$ cat config.mk
export PLATFORM = sky130hd
export DESIGN_NAME = bcd_display_ctrl
export DESIGN_NICKNAME = d
export VERILOG_FILES = /design/src/rtl/bcd_disp_pkg.sv /design/src/rtl/bcd_display_ctrl_seg7_digit.sv /design/src/rtl/bcd_display_ctrl.sv
export SDC_FILE = /design/constraint.sdc
export NUM_CORES = 1
export LEC_CHECK = 0
export CAP_MARGIN = 20
export CELL_PAD_IN_SITES_DETAIL_PLACEMENT = 1
export CELL_PAD_IN_SITES_GLOBAL_PLACEMENT = 1
export CORE_AREA = 4 4 79 88
export CTS_CLUSTER_DIAMETER = 60
export DETAILED_ROUTE_END_ITERATION = 12
export DIE_AREA = 0 0 83 92
export PLACE_DENSITY_LB_ADDON = 0.2
export SLEW_MARGIN = 40
export SYNTH_ARGS = -nofsm -noshare
export SYNTH_HDL_FRONTEND = slang
export SYNTH_HIERARCHICAL = 1
export SYNTH_SLANG_ARGS = --single-unit
$ cat constraint.sdc
create_clock -name clk -period 2.93 [get_ports clk]
set_input_delay 0.4395 -clock clk [delete_from_list [all_inputs] [get_ports clk]]
set_output_delay 0.4395 -clock clk [all_outputs]
set_load 0.005 [all_outputs]
$ cat src/rtl/bcd_disp_pkg.sv
// ----------------------------------------------------------------------------
// bcd_disp_pkg
// Shared definitions for the BCD display controller: controller state
// encoding, BCD nibble width and the active-low seven-segment patterns
// (bit k = segment k, k=0..6 = a..g, 0 = segment lit).
// ----------------------------------------------------------------------------
package bcd_disp_pkg;

    typedef enum logic [0:0] {
        IDLE    = 1'b0,
        CONVERT = 1'b1
    } state_t;

    localparam int BCD_NIBBLE = 4;

    localparam logic [6:0] SEG_BLANK = 7'h7F;

    // Digit patterns 0..9, entry [d] is the pattern for digit d.
    localparam logic [9:0][6:0] SEG_TABLE = {
        7'h10,  // 9
        7'h00,  // 8
        7'h78,  // 7
        7'h02,  // 6
        7'h12,  // 5
        7'h19,  // 4
        7'h30,  // 3
        7'h24,  // 2
        7'h79,  // 1
        7'h40   // 0
    };

endpackage

$ cat src/rtl/bcd_display_ctrl_seg7_digit.sv
// ----------------------------------------------------------------------------
// seg7_digit
// Combinational BCD digit to active-low seven-segment decoder.
// Ports:
//   digit  in  4  BCD digit (10..15 decode to blank)
//   blank  in  1  force all segments off
//   seg    out 7  active-low segments, seg[k] = segment k (a..g)
// ----------------------------------------------------------------------------
module seg7_digit
    import bcd_disp_pkg::*;
(
    input  logic [3:0] digit,
    input  logic       blank,
    output logic [6:0] seg
);

    logic [6:0] seg_s;

    // Table lookup with blanking and out-of-range protection.
    always_comb begin
        seg_s = SEG_BLANK;
        if (blank) begin
            seg_s = SEG_BLANK;
        end else if (digit < 4'd10) begin
            seg_s = SEG_TABLE[digit];
        end else begin
            seg_s = SEG_BLANK;
        end
    end

    assign seg = seg_s;

endmodule

$ cat src/rtl/bcd_display_ctrl.sv
// ----------------------------------------------------------------------------
// bcd_display_ctrl
// Sequential binary-to-BCD converter (shift-and-add-3, one bit per clock)
// driving one seven-segment decoder per decimal digit.
// Ports:
//   clk    in   1           system clock, rising edge
//   reset  in   1           synchronous, active-high
//   start  in   1           request conversion of v (honoured only when idle)
//   v      in   WIDTH       unsigned value, captured on the accepted start
//   busy   out  1           conversion in progress
//   done   out  1           one-cycle pulse, bcd/hex update in this cycle
//   bcd    out  4*DIGITS    registered result, digit i at bcd[4*i+:4]
//   hex    out  7*DIGITS    active-low segments, digit i at hex[7*i+:7]
// Build option:
//   BCD_BLANK_LEADING_ZEROS_EN  blank digits above the most significant
//                               nonzero digit (digit 0 always shown).
// ----------------------------------------------------------------------------
module bcd_display_ctrl
    import bcd_disp_pkg::*;
#(
    parameter int WIDTH  = 8,
    parameter int DIGITS = 3
) (
    input  logic                         clk,
    input  logic                         reset,
    input  logic                         start,
    input  logic [WIDTH-1:0]             v,
    output logic                         busy,
    output logic                         done,
    output logic [BCD_NIBBLE*DIGITS-1:0] bcd,
    output logic [7*DIGITS-1:0]          hex
);

    localparam int SW = BCD_NIBBLE * DIGITS;
    localparam int CW = $clog2(WIDTH + 1);
    localparam logic [CW-1:0] CNT_LOAD = CW'(WIDTH);
    localparam logic [CW-1:0] CNT_ONE  = CW'(1);

    if ((WIDTH < 4) || (WIDTH > 16)) begin : g_width_check
        $error("bcd_display_ctrl: WIDTH must be 4..16");
    end
    if ((10 ** DIGITS) < (2 ** WIDTH)) begin : g_digits_check
        $error("bcd_display_ctrl: DIGITS too small for WIDTH");
    end

    state_t         state_r;
    logic [WIDTH-1:0] shreg_r;
    logic [SW-1:0]  scratch_r;
    logic [CW-1:0]  cnt_r;
    logic           busy_r;
    logic           done_r;
    logic [SW-1:0]  bcd_r;

    logic [SW-2:0]  adj_s;
    logic [SW-1:0]  step_s;
    logic [DIGITS-1:0] blank_s;

    // Add-3 correction on every nibble; the top nibble's carry bit is shifted
    // out and can never be set for legal parameters, so it is not kept.
    always_comb begin
        logic [3:0] nib;
        adj_s = '0;
        nib   = 4'd0;
        for (int i = 0; i < DIGITS - 1; i++) begin
            nib = scratch_r[4*i +: 4];
            if (nib >= 4'd5) begin
                nib = nib + 4'd3;
            end else begin
                nib = nib;
            end
            adj_s[4*i +: 4] = nib;
        end
        nib = scratch_r[SW-4 +: 4];
        if (nib >= 4'd5) begin
            nib = nib + 4'd3;
        end else begin
            nib = nib;
        end
        adj_s[SW-4 +: 3] = nib[2:0];
        step_s = {adj_s, shreg_r[WIDTH-1]};
    end

    // Conversion sequencer: capture, WIDTH shift steps, result publish.
    always_ff @(posedge clk) begin
        if (reset) begin
            state_r   <= IDLE;
            shreg_r   <= '0;
            scratch_r <= '0;
            cnt_r     <= '0;
            busy_r    <= 1'b0;
            done_r    <= 1'b0;
            bcd_r     <= '0;
        end else begin
            case (state_r)
                IDLE: begin
                    done_r <= 1'b0;
                    if (start) begin
                        shreg_r   <= v;
                        scratch_r <= '0;
                        cnt_r     <= CNT_LOAD;
                        busy_r    <= 1'b1;
                        state_r   <= CONVERT;
                    end else begin
                        state_r   <= IDLE;
                    end
                end
                CONVERT: begin
                    scratch_r <= step_s;
                    shreg_r   <= {shreg_r[WIDTH-2:0], 1'b0};
                    cnt_r     <= cnt_r - CNT_ONE;
                    if (cnt_r == CNT_ONE) begin
                        bcd_r   <= step_s;
                        done_r  <= 1'b1;
                        busy_r  <= 1'b0;
                        state_r <= IDLE;
                    end else begin
                        state_r <= CONVERT;
                    end
                end
                default: begin
                    state_r <= IDLE;
                    busy_r  <= 1'b0;
                    done_r  <= 1'b0;
                end
            endcase
        end
    end

    // Leading-zero blanking mask, derived from the registered result only.
    always_comb begin
        blank_s = '0;
`ifdef BCD_BLANK_LEADING_ZEROS_EN
        begin
            logic lead_zero;
            lead_zero = 1'b1;
            for (int i = DIGITS - 1; i >= 1; i--) begin
                lead_zero  = lead_zero && (bcd_r[4*i +: 4] == 4'd0);
                blank_s[i] = lead_zero;
            end
        end
`else
        blank_s = '0;
`endif
    end

    for (genvar g = 0; g < DIGITS; g++) begin : g_digit
        seg7_digit u_seg (
            .digit (bcd_r[4*g +: 4]),
            .blank (blank_s[g]),
            .seg   (hex[7*g +: 7])
        );
    end

    assign busy = busy_r;
    assign done = done_r;
    assign bcd  = bcd_r;

endmodule
==> impl_metrics.ini, run 1 <==
[run_status]
outcome = complete, no violations

[clock_tree]
clk_pin_slew_ps = 80
clock_sinks = 39
cts_setup_buffers = 0
cts_tree = yes
cts.path.max_buffers = 2
numCtsBuffers = 5
clkLatencyLatePin_ps = 290
cts_root_buf = clkbuf_8
h-tree-depth = 2
cts_resized = 0
cts_hold_buffers = 0

[worst_setup_path]
startpoint_type = flop
worstSetupEndpointType = primary output
path_max_fanout = 9
critical_path_class = reg2out
cp_data_arrival_time_ps = 2010
worst-endpoint-required_ps = 2490

[timing]
worst_pin_slew_ps = 628
fmax_mhz = 408
min_period_over_period = 0.836
fin_worst_hold_slack_ps = 489
finalHoldViolCount = 0
setup_tns_ps = 0
slew_viol_final = 0
rsz0062_at_grt = false
setup_violations = 0
min_period_ps = 2450
fin_skew_ps = 4.83
setup_slack_ps = 480
maxSlewHeadroom = 0.581

[die]
rows = 30
start_util = 0.397
boundaryPins = 46
design.core.area_um2 = 6080
die_h_um = 92
fp.dieW_um = 83
die_area_um2 = 7640

[route]
routedWlPerCell_um = 12.8
drtAntennaViolNets = 0
drc = 0
wirelength_um = 5510
via_per_inst = 4.91
drtIter0Drc = 48
route.vias.total = 2118
drtPass1Iterations = 4

[synth]
netlist_instances = 287
synth.distinct_cells = 36
syn_area_per_cell_um2 = 8.42
synth_ff_type = dfxtp_1
seq_area_frac_synth = 0.323
async_flop_share = 0
ys_seq_elements = 39
synth_edf_count = 0
syn_area_um2 = 2420
synth-warning-count = 6

[pwr]
p_leak_nw = 1.24
vdd_drop_max_uv = 287
p_per_area_nw_per_um2 = 358
total_power_mw = 1.10

[layout]
drive_gt1_frac = 0.0541
post_layout_nonfiller_instances = 431
syn_to_final_growth_pct = 27.4
finish.instance_area_um2 = 3080
utilization = 0.506
num-nets-final = 384
antennaDiodeCount = 0

[global_routing]
grt_pass1_wl_um = 9560
grt_use_total = 0.148
overflow = 0
grt_pass1_vias = 2116
grt_max_degree = 30
antenna_found_initial = 0

[worst_hold_path]
hold_path_class = reg2reg

[placed_design]
postPlaceCellArea_um2 = 2980
dp_hpwl_um = 4290
dp_slack_ps = 787
gp_congestion = 0.827
io_buffer_count = 45
dp.cells = 423

[run]
drv_cap = 0
-- path summary, 6_finish.rpt --
path	from	to	slack, ps	depth (start not counted)
setup reg to reg	cnt_r[0]	bcd[11]	1340	4
hold reg to reg	shreg_r[3]	shreg_r[4]	490	2
hold / removal	shreg_r[3]	shreg_r[4]	490	2
setup / recovery	bcd[9]	hex[17]	480	5
-- registers in the layout (all words and copies together), names as in the netlist --
name / count
done: 1
cnt_r: 4
busy: 1
state_r: 1
bcd: 12
scratch_r: 12
shreg_r: 8
-- layer usage --
layer  global-route usage  up-vias  part of all wire
met3               0.0207        7             0.031
met5                    0        -                 0
met2                0.275       33              0.50
met1                0.172      981              0.46
li1                     -     1097                 -
met4               0.0518        0             0.015
-- cells in the final DEF (no fill, tap or decap), types with 7 or more instances in the layout --
cell / Yosys / layout
mux2i_1: 11 / 11
dfxtp_1: 39 / 39
a21oi_1: 34 / 34
nor3b_1: 8 / 8
clkdlybuf4s50_1: 0 / 45
nand2_1: 10 / 10
nand3_1: 7 / 7
clkbuf_8: 0 / 7
inv_1: 17 / 17
nor3_1: 12 / 12
o21ai_0: 22 / 22
nand2b_1: 12 / 12
ha_1: 23 / 23
nor2_1: 28 / 28
conb_1: 1 / 21
-- area by class of cell --
type                            instances  area (um^2)
Fill cell                             778         3000
Clock buffer                            8          100
Inverter                               18         67.6
Timing Repair Buffer                   48          473
Multi-Input combinational cell        238         1560
Tap cell                               80          100
Sequential cell                        39          781
-- synth_stat cells (all sizes together) (3+ instances only) --
cell type / number / area [um^2]
nor2: 30 / 118
mux2i: 11 / 110
nand3: 7 / 35.0
a21o: 5 / 37.5
xor2: 3 / 26.3
dfxtp: 39 / 781
nor3: 12 / 60.1
ha: 23 / 288
nand3b: 4 / 30.0
o21bai: 3 / 22.5
inv: 18 / 67.6
a32o: 4 / 40.0
buf: 9 / 75.1
a21oi: 35 / 179
nand2: 10 / 37.5
xnor2: 4 / 35.0
clkbuf: 3 / 11.3
o22ai: 3 / 18.8
o21ai: 22 / 110
nor3b: 9 / 78.8
a22o: 5 / 43.8
nand2b: 15 / 116
nor2b: 5 / 31.3
a211o: 3 / 26.3
-- cell families after synthesis --
| group | count (synthesis) | synth area share |
|---|---|---|
| AOI/OAI and AO/OA | 82 | 0.205 |
| xor gates and xnor gates | 7 | 0.0254 |
| adders and majority gates | 23 | 0.119 |
| buffers and inverters | 30 | 0.0637 |
| DFF | 39 | 0.323 |
| muxes | 12 | 0.0502 |
| other | 1 | 0.00155 |
| and+or+nand+nor | 93 | 0.212 |
-- critical path: stages, from the launching register on --
cell             delay, ps
dfxtp_1                490
inv_1                  130
ha_1                   310
nor3b_1                150
a21oi_1                130
clkdlybuf4s50_1        520
-- report_power, final --
group          switching [mW]  leakage [nW]  internal (mW)
logic                  0.0711         0.871         0.0737
registers              0.0127         0.317          0.545
clock network           0.184        0.0515          0.215
total                   0.268          1.24          0.833
Note: power is estimated with default switching activity, not from simulation.
==> run 2, diff against run 1 <==
--- a/config.mk
+++ b/config.mk
@@ -8,10 +8,10 @@
 export CAP_MARGIN = 20
 export CELL_PAD_IN_SITES_DETAIL_PLACEMENT = 1
 export CELL_PAD_IN_SITES_GLOBAL_PLACEMENT = 1
-export CORE_AREA = 4 4 79 88
+export CORE_AREA = 4 4 82 91
 export CTS_CLUSTER_DIAMETER = 60
 export DETAILED_ROUTE_END_ITERATION = 12
-export DIE_AREA = 0 0 83 92
+export DIE_AREA = 0 0 86 95
 export PLACE_DENSITY_LB_ADDON = 0.2
 export SLEW_MARGIN = 40
 export SYNTH_ARGS = -nofsm -noshare
==> constraint.sdc (replaced) <==
create_clock -name clk -period 2.3 [get_ports clk]
set_input_delay 0.345 -clock clk [delete_from_list [all_inputs] [get_ports clk]]
set_output_delay 0.345 -clock clk [all_outputs]
set_load 0.005 [all_outputs]
==> impl_metrics.ini, run 2 (synthesis results as in run 1) <==
[global_routing]
overflow = 0
grt_pass1_wl_um = 9620
grt_use_total = 0.145
grt_max_degree = 33
grt_pass1_vias = 2164
antenna_found_initial = 0

[worst_setup_path]
startpoint_type = flop
startpoint = bcd[5]
cpLargestDelayFamily = buffers and inverters
cp_data_arrival_time_ps = 1850
worst-path-buf-inv = 2
critical_path_class = reg2out
crit_chain = inv_1 > ha_1 > nor3b_1 > a21oi_1 > clkdlybuf4s50_1
worst-endpoint-required_ps = 1960
r2r-start = cnt_r[0]
cpPeakStageDelay_ps = 510
worstSetupEndpointType = primary output
slowest_stage = clkdlybuf4s50_1
path_max_fanout = 9

[die]
boundaryPins = 46
rows = 31
die_area_um2 = 8170
start_util = 0.369
design.core.area_um2 = 6560
fp.dieW_um = 86
die_h_um = 95

[timing]
min_period_ps = 2190
setup_tns_ps = 0
min_period_over_period = 0.954
rsz0062_at_grt = false
fin_skew_ps = 5.55
setup_violations = 0
finalHoldViolCount = 0
fmax_mhz = 456
slew_viol_final = 0

[worst_hold_path]
hold_path_startpoint = done
hold_path_class = reg2reg

[clock_tree]
cts_resized = 2
cts_hold_buffers = 0
clkLatencyLatePin_ps = 290
clock_sinks = 39
cts_root_buf = clkbuf_8
cts_setup_buffers = 0
h-tree-depth = 2
cts.path.max_buffers = 2
numCtsBuffers = 5
clk_pin_slew_ps = 70
cts_tree = yes

[layout]
final_cell_mix = 45 x clkdlybuf4s50_1, 34 x a21oi_1, 34 x dfxtp_1, 28 x nor2_1, 23 x ha_1
post_layout_nonfiller_instances = 440
nFillCells = 812
antennaDiodeCount = 0
num-nets-final = 391
drive_gt1_frac = 0.0838
final_common_cell = clkdlybuf4s50_1
syn_to_final_growth_pct = 29.4

[placed_design]
io_buffer_count = 45
gp_congestion = 0.819
dp_hpwl_um = 4410
dp.cells = 432

[run_status]
outcome = complete, no violations

[route]
wirelength_um = 5660
drtAntennaViolNets = 0
routedWlPerCell_um = 12.9
drc = 0
drtPass1Iterations = 3
drtIter0Drc = 65
route.vias.total = 2161
via_per_inst = 4.91

[pwr]
total_power_mw = 1.35
p_per_area_nw_per_um2 = 431
p_leak_nw = 1.27
vdd_drop_max_uv = 291

[run]
drv_cap = 0
==> run 2: cell count changes in the layout (fill, tap and decap cells not counted), sizes merged <==
cell | before | now
clkbuf | 8 | 7
buf | 3 | 10
clkinv | 0 | 1
==> run 2: worst register-to-register path: stages, from the launching register on <==
cell,delay [ps]
dfxtp_1,400
ha_1,170
nor3b_4,160
buf_4,170
a21oi_2,80
buf_4,200
a22o_1,230
==> run 2: metal layers <==
| metal | share of wire | global-route usage | wire length [um] |
|---|---|---|---|
| met5 | 0 | 0 | 0 |
| met1 | 0.45 | 0.168 | 2570 |
| met2 | 0.49 | 0.265 | 2800 |
| met4 | 0.016 | 0.0488 | 93 |
| met3 | 0.035 | 0.0253 | 200 |
==> run 2: worst paths after layout <==
check            end  slack [ps]  depth (start not counted)
min reg2reg     done         480                          2
max          hex[10]         110                          5
max reg2reg   bcd[1]         790                          6
min             done         480                          2
==> run 2: layout make-up <==
| type | instances | area [um^2] | area share |
|---|---|---|---|
| multi-input combinational | 238 | 1560 | 0.498 |
| clock inverter | 1 | 5.00 | 0.00160 |
| tap | 82 | 103 | 0.0328 |
| sequential | 39 | 792 | 0.253 |
| inverter | 18 | 67.6 | 0.0216 |
| timing repair buffer | 55 | 526 | 0.168 |
| clock buffer | 7 | 76.3 | 0.0244 |
==> run 2: stage by stage <==
step                instance area, um^2  setup WS (ps)   util  hold slack [ps]
floorplan                          2490            846      -              444
global placement                   3030            327  0.463              453
detailed placement                 3030            258  0.463              470
CTS                                3120           3.20  0.475              486
global route                       3130           4.31  0.477              527
finish                             3130            106  0.477              476
==> run 2: report_power, final <==
group	internal, mW	switching, mW	leakage [nW]
Combinational	0.0995	0.0929	0.907
Sequential	0.691	0.0146	0.320
Clock	0.213	0.235	0.0422
Total	1.00	0.342	1.27
==> run 3, diff against run 2 <==
--- a/config.mk
+++ b/config.mk
@@ -8,10 +8,10 @@
 export CAP_MARGIN = 20
 export CELL_PAD_IN_SITES_DETAIL_PLACEMENT = 1
 export CELL_PAD_IN_SITES_GLOBAL_PLACEMENT = 1
-export CORE_AREA = 4 4 82 91
+export CORE_AREA = 2 2 80 89
 export CTS_CLUSTER_DIAMETER = 60
 export DETAILED_ROUTE_END_ITERATION = 12
-export DIE_AREA = 0 0 86 95
+export DIE_AREA = 0 0 82 91
 export PLACE_DENSITY_LB_ADDON = 0.2
 export SLEW_MARGIN = 40
 export SYNTH_ARGS = -nofsm -noshare
==> impl_metrics.ini, run 3 (synthesis results as in run 1) <==
[placed_design]
io_buffer_count = 45
dp_hpwl_um = 4330
gp_congestion = 0.765
dp_slack_ps = 302

[clock_tree]
clk_pin_slew_ps = 80
clock_sinks = 39
cts_tree = yes
clkLatencyLatePin_ps = 300
cts.path.max_buffers = 2
cts_root_buf = clkbuf_8
h-tree-depth = 2
cts_hold_buffers = 0
numCtsBuffers = 5

[pwr]
p_leak_nw = 1.27
switchingPower_uw = 352
p_sw_frac = 0.260
p_per_area_nw_per_um2 = 434
intPower_mw = 1.00
combPwrFrac = 0.138
vdd_drop_max_uv = 246
total_power_mw = 1.35
power_frac_seq = 0.527
clkPwrFrac = 0.336

[layout]
final_cell_mix = 45 x clkdlybuf4s50_1, 34 x a21oi_1, 34 x dfxtp_1, 28 x nor2_1, 23 x ha_1
antennaDiodeCount = 0
final_common_cell = clkdlybuf4s50_1
num-nets-final = 390
syn_to_final_growth_pct = 28.9
nFillCells = 793
drive_gt1_frac = 0.0868

[timing]
finalHoldViolCount = 0
fmax_mhz = 454
setup_tns_ps = 0
setup_slack_ps = 97.5
fin_skew_ps = 6.35
min_period_over_period = 0.958
rsz0062_at_grt = false
setup_violations = 0
min_period_ps = 2200
slew_viol_final = 0

[die]
rows = 31
die_area_um2 = 7460
fp.dieW_um = 82
die_h_um = 91
start_util = 0.371
design.core.area_um2 = 6520
boundaryPins = 46

[worst_setup_path]
worstSetupEndpointType = primary output
critical_path_class = reg2out
worst-endpoint-required_ps = 1960
path_max_fanout = 9
startpoint_type = flop
cp_data_arrival_time_ps = 1860
startpoint = bcd[5]
r2r-start = cnt_r[0]

[worst_hold_path]
hold_path_class = reg2reg
hold_path_startpoint = done

[run_status]
outcome = complete, no violations

[route]
drtPass1Iterations = 4
drc = 0
drtAntennaViolNets = 0
drtIter0Drc = 29
wirelength_um = 5520
routedWlPerCell_um = 12.6
route.vias.total = 2178
via_per_inst = 4.96

[global_routing]
antenna_found_initial = 0
grt_max_degree = 14
grt_pass1_vias = 2190
grt_use_total = 0.161
grt_pass1_wl_um = 9670
overflow = 0

[run]
drv_cap = 0
-- run 3: cell types whose count changed in the layout (fill, tap and decap cells not counted), sizes merged --
cell	previous run	this run
clkinv	1	3
clkbuf	7	5
buf	10	9
-- run 3: path summary, 6_finish.rpt --
path / end / depth (start not counted) / slack (ps)
min reg2reg: done / 2 / 490
max: hex[10] / 5 / 100
min: done / 2 / 490
max reg2reg: bcd[2] / 5 / 700
-- run 3: metal layers --
layer | up-vias | GRT usage | wire, um
li1 | 1116 | - | -
met1 | 1026 | 0.195 | 2420
met2 | 29 | 0.283 | 2860
met3 | 7 | 0.0308 | 171
met4 | 0 | 0.0458 | 68
met5 | - | 0 | 0
-- run 3: critical path, cell delays in order (launching register included) --
cell	delay (ps)
dfxtp_2	410
inv_1	100
ha_1	290
nor3b_1	140
a21oi_1	110
clkdlybuf4s50_1	510
-- run 3: cell type report --
class,instances,area (um^2),area share
inverter,18,67.6,0.0217
multi-input combinational,238,1560,0.500
tap,82,103,0.0329
sequential,39,787,0.253
clock inverter,3,15.0,0.00482
timing repair buffer,54,518,0.166
clock buffer,5,68.8,0.0221
-- run 3: power groups by stage --
stage	registers, mW	logic, mW	clock network (mW)
5_1_grt	0.716	0.213	0.506
4_1_cts	0.713	0.190	0.475
6_report	0.712	0.186	0.454
3_5_place_dp	0.729	0.189	0
2_1_floorplan	0.723	0.112	0
3_3_place_gp	0.728	0.185	0
-- run 3: metrics by stage --
step	hold slack [ps]	instances	instance area [um^2]	util
CTS	494	439	3110	0.477
global route	509	439	3120	0.478
detailed placement	474	431	3030	0.464
finish	487	439	3120	0.478
floorplan	444	307	2490	-
global placement	452	431	3030	0.464
-- run 3: what timing repair did --
action                     CTS  global route
setup buffers                0             0
gates resized for setup      1             4
setup endpoints to repair    2             9
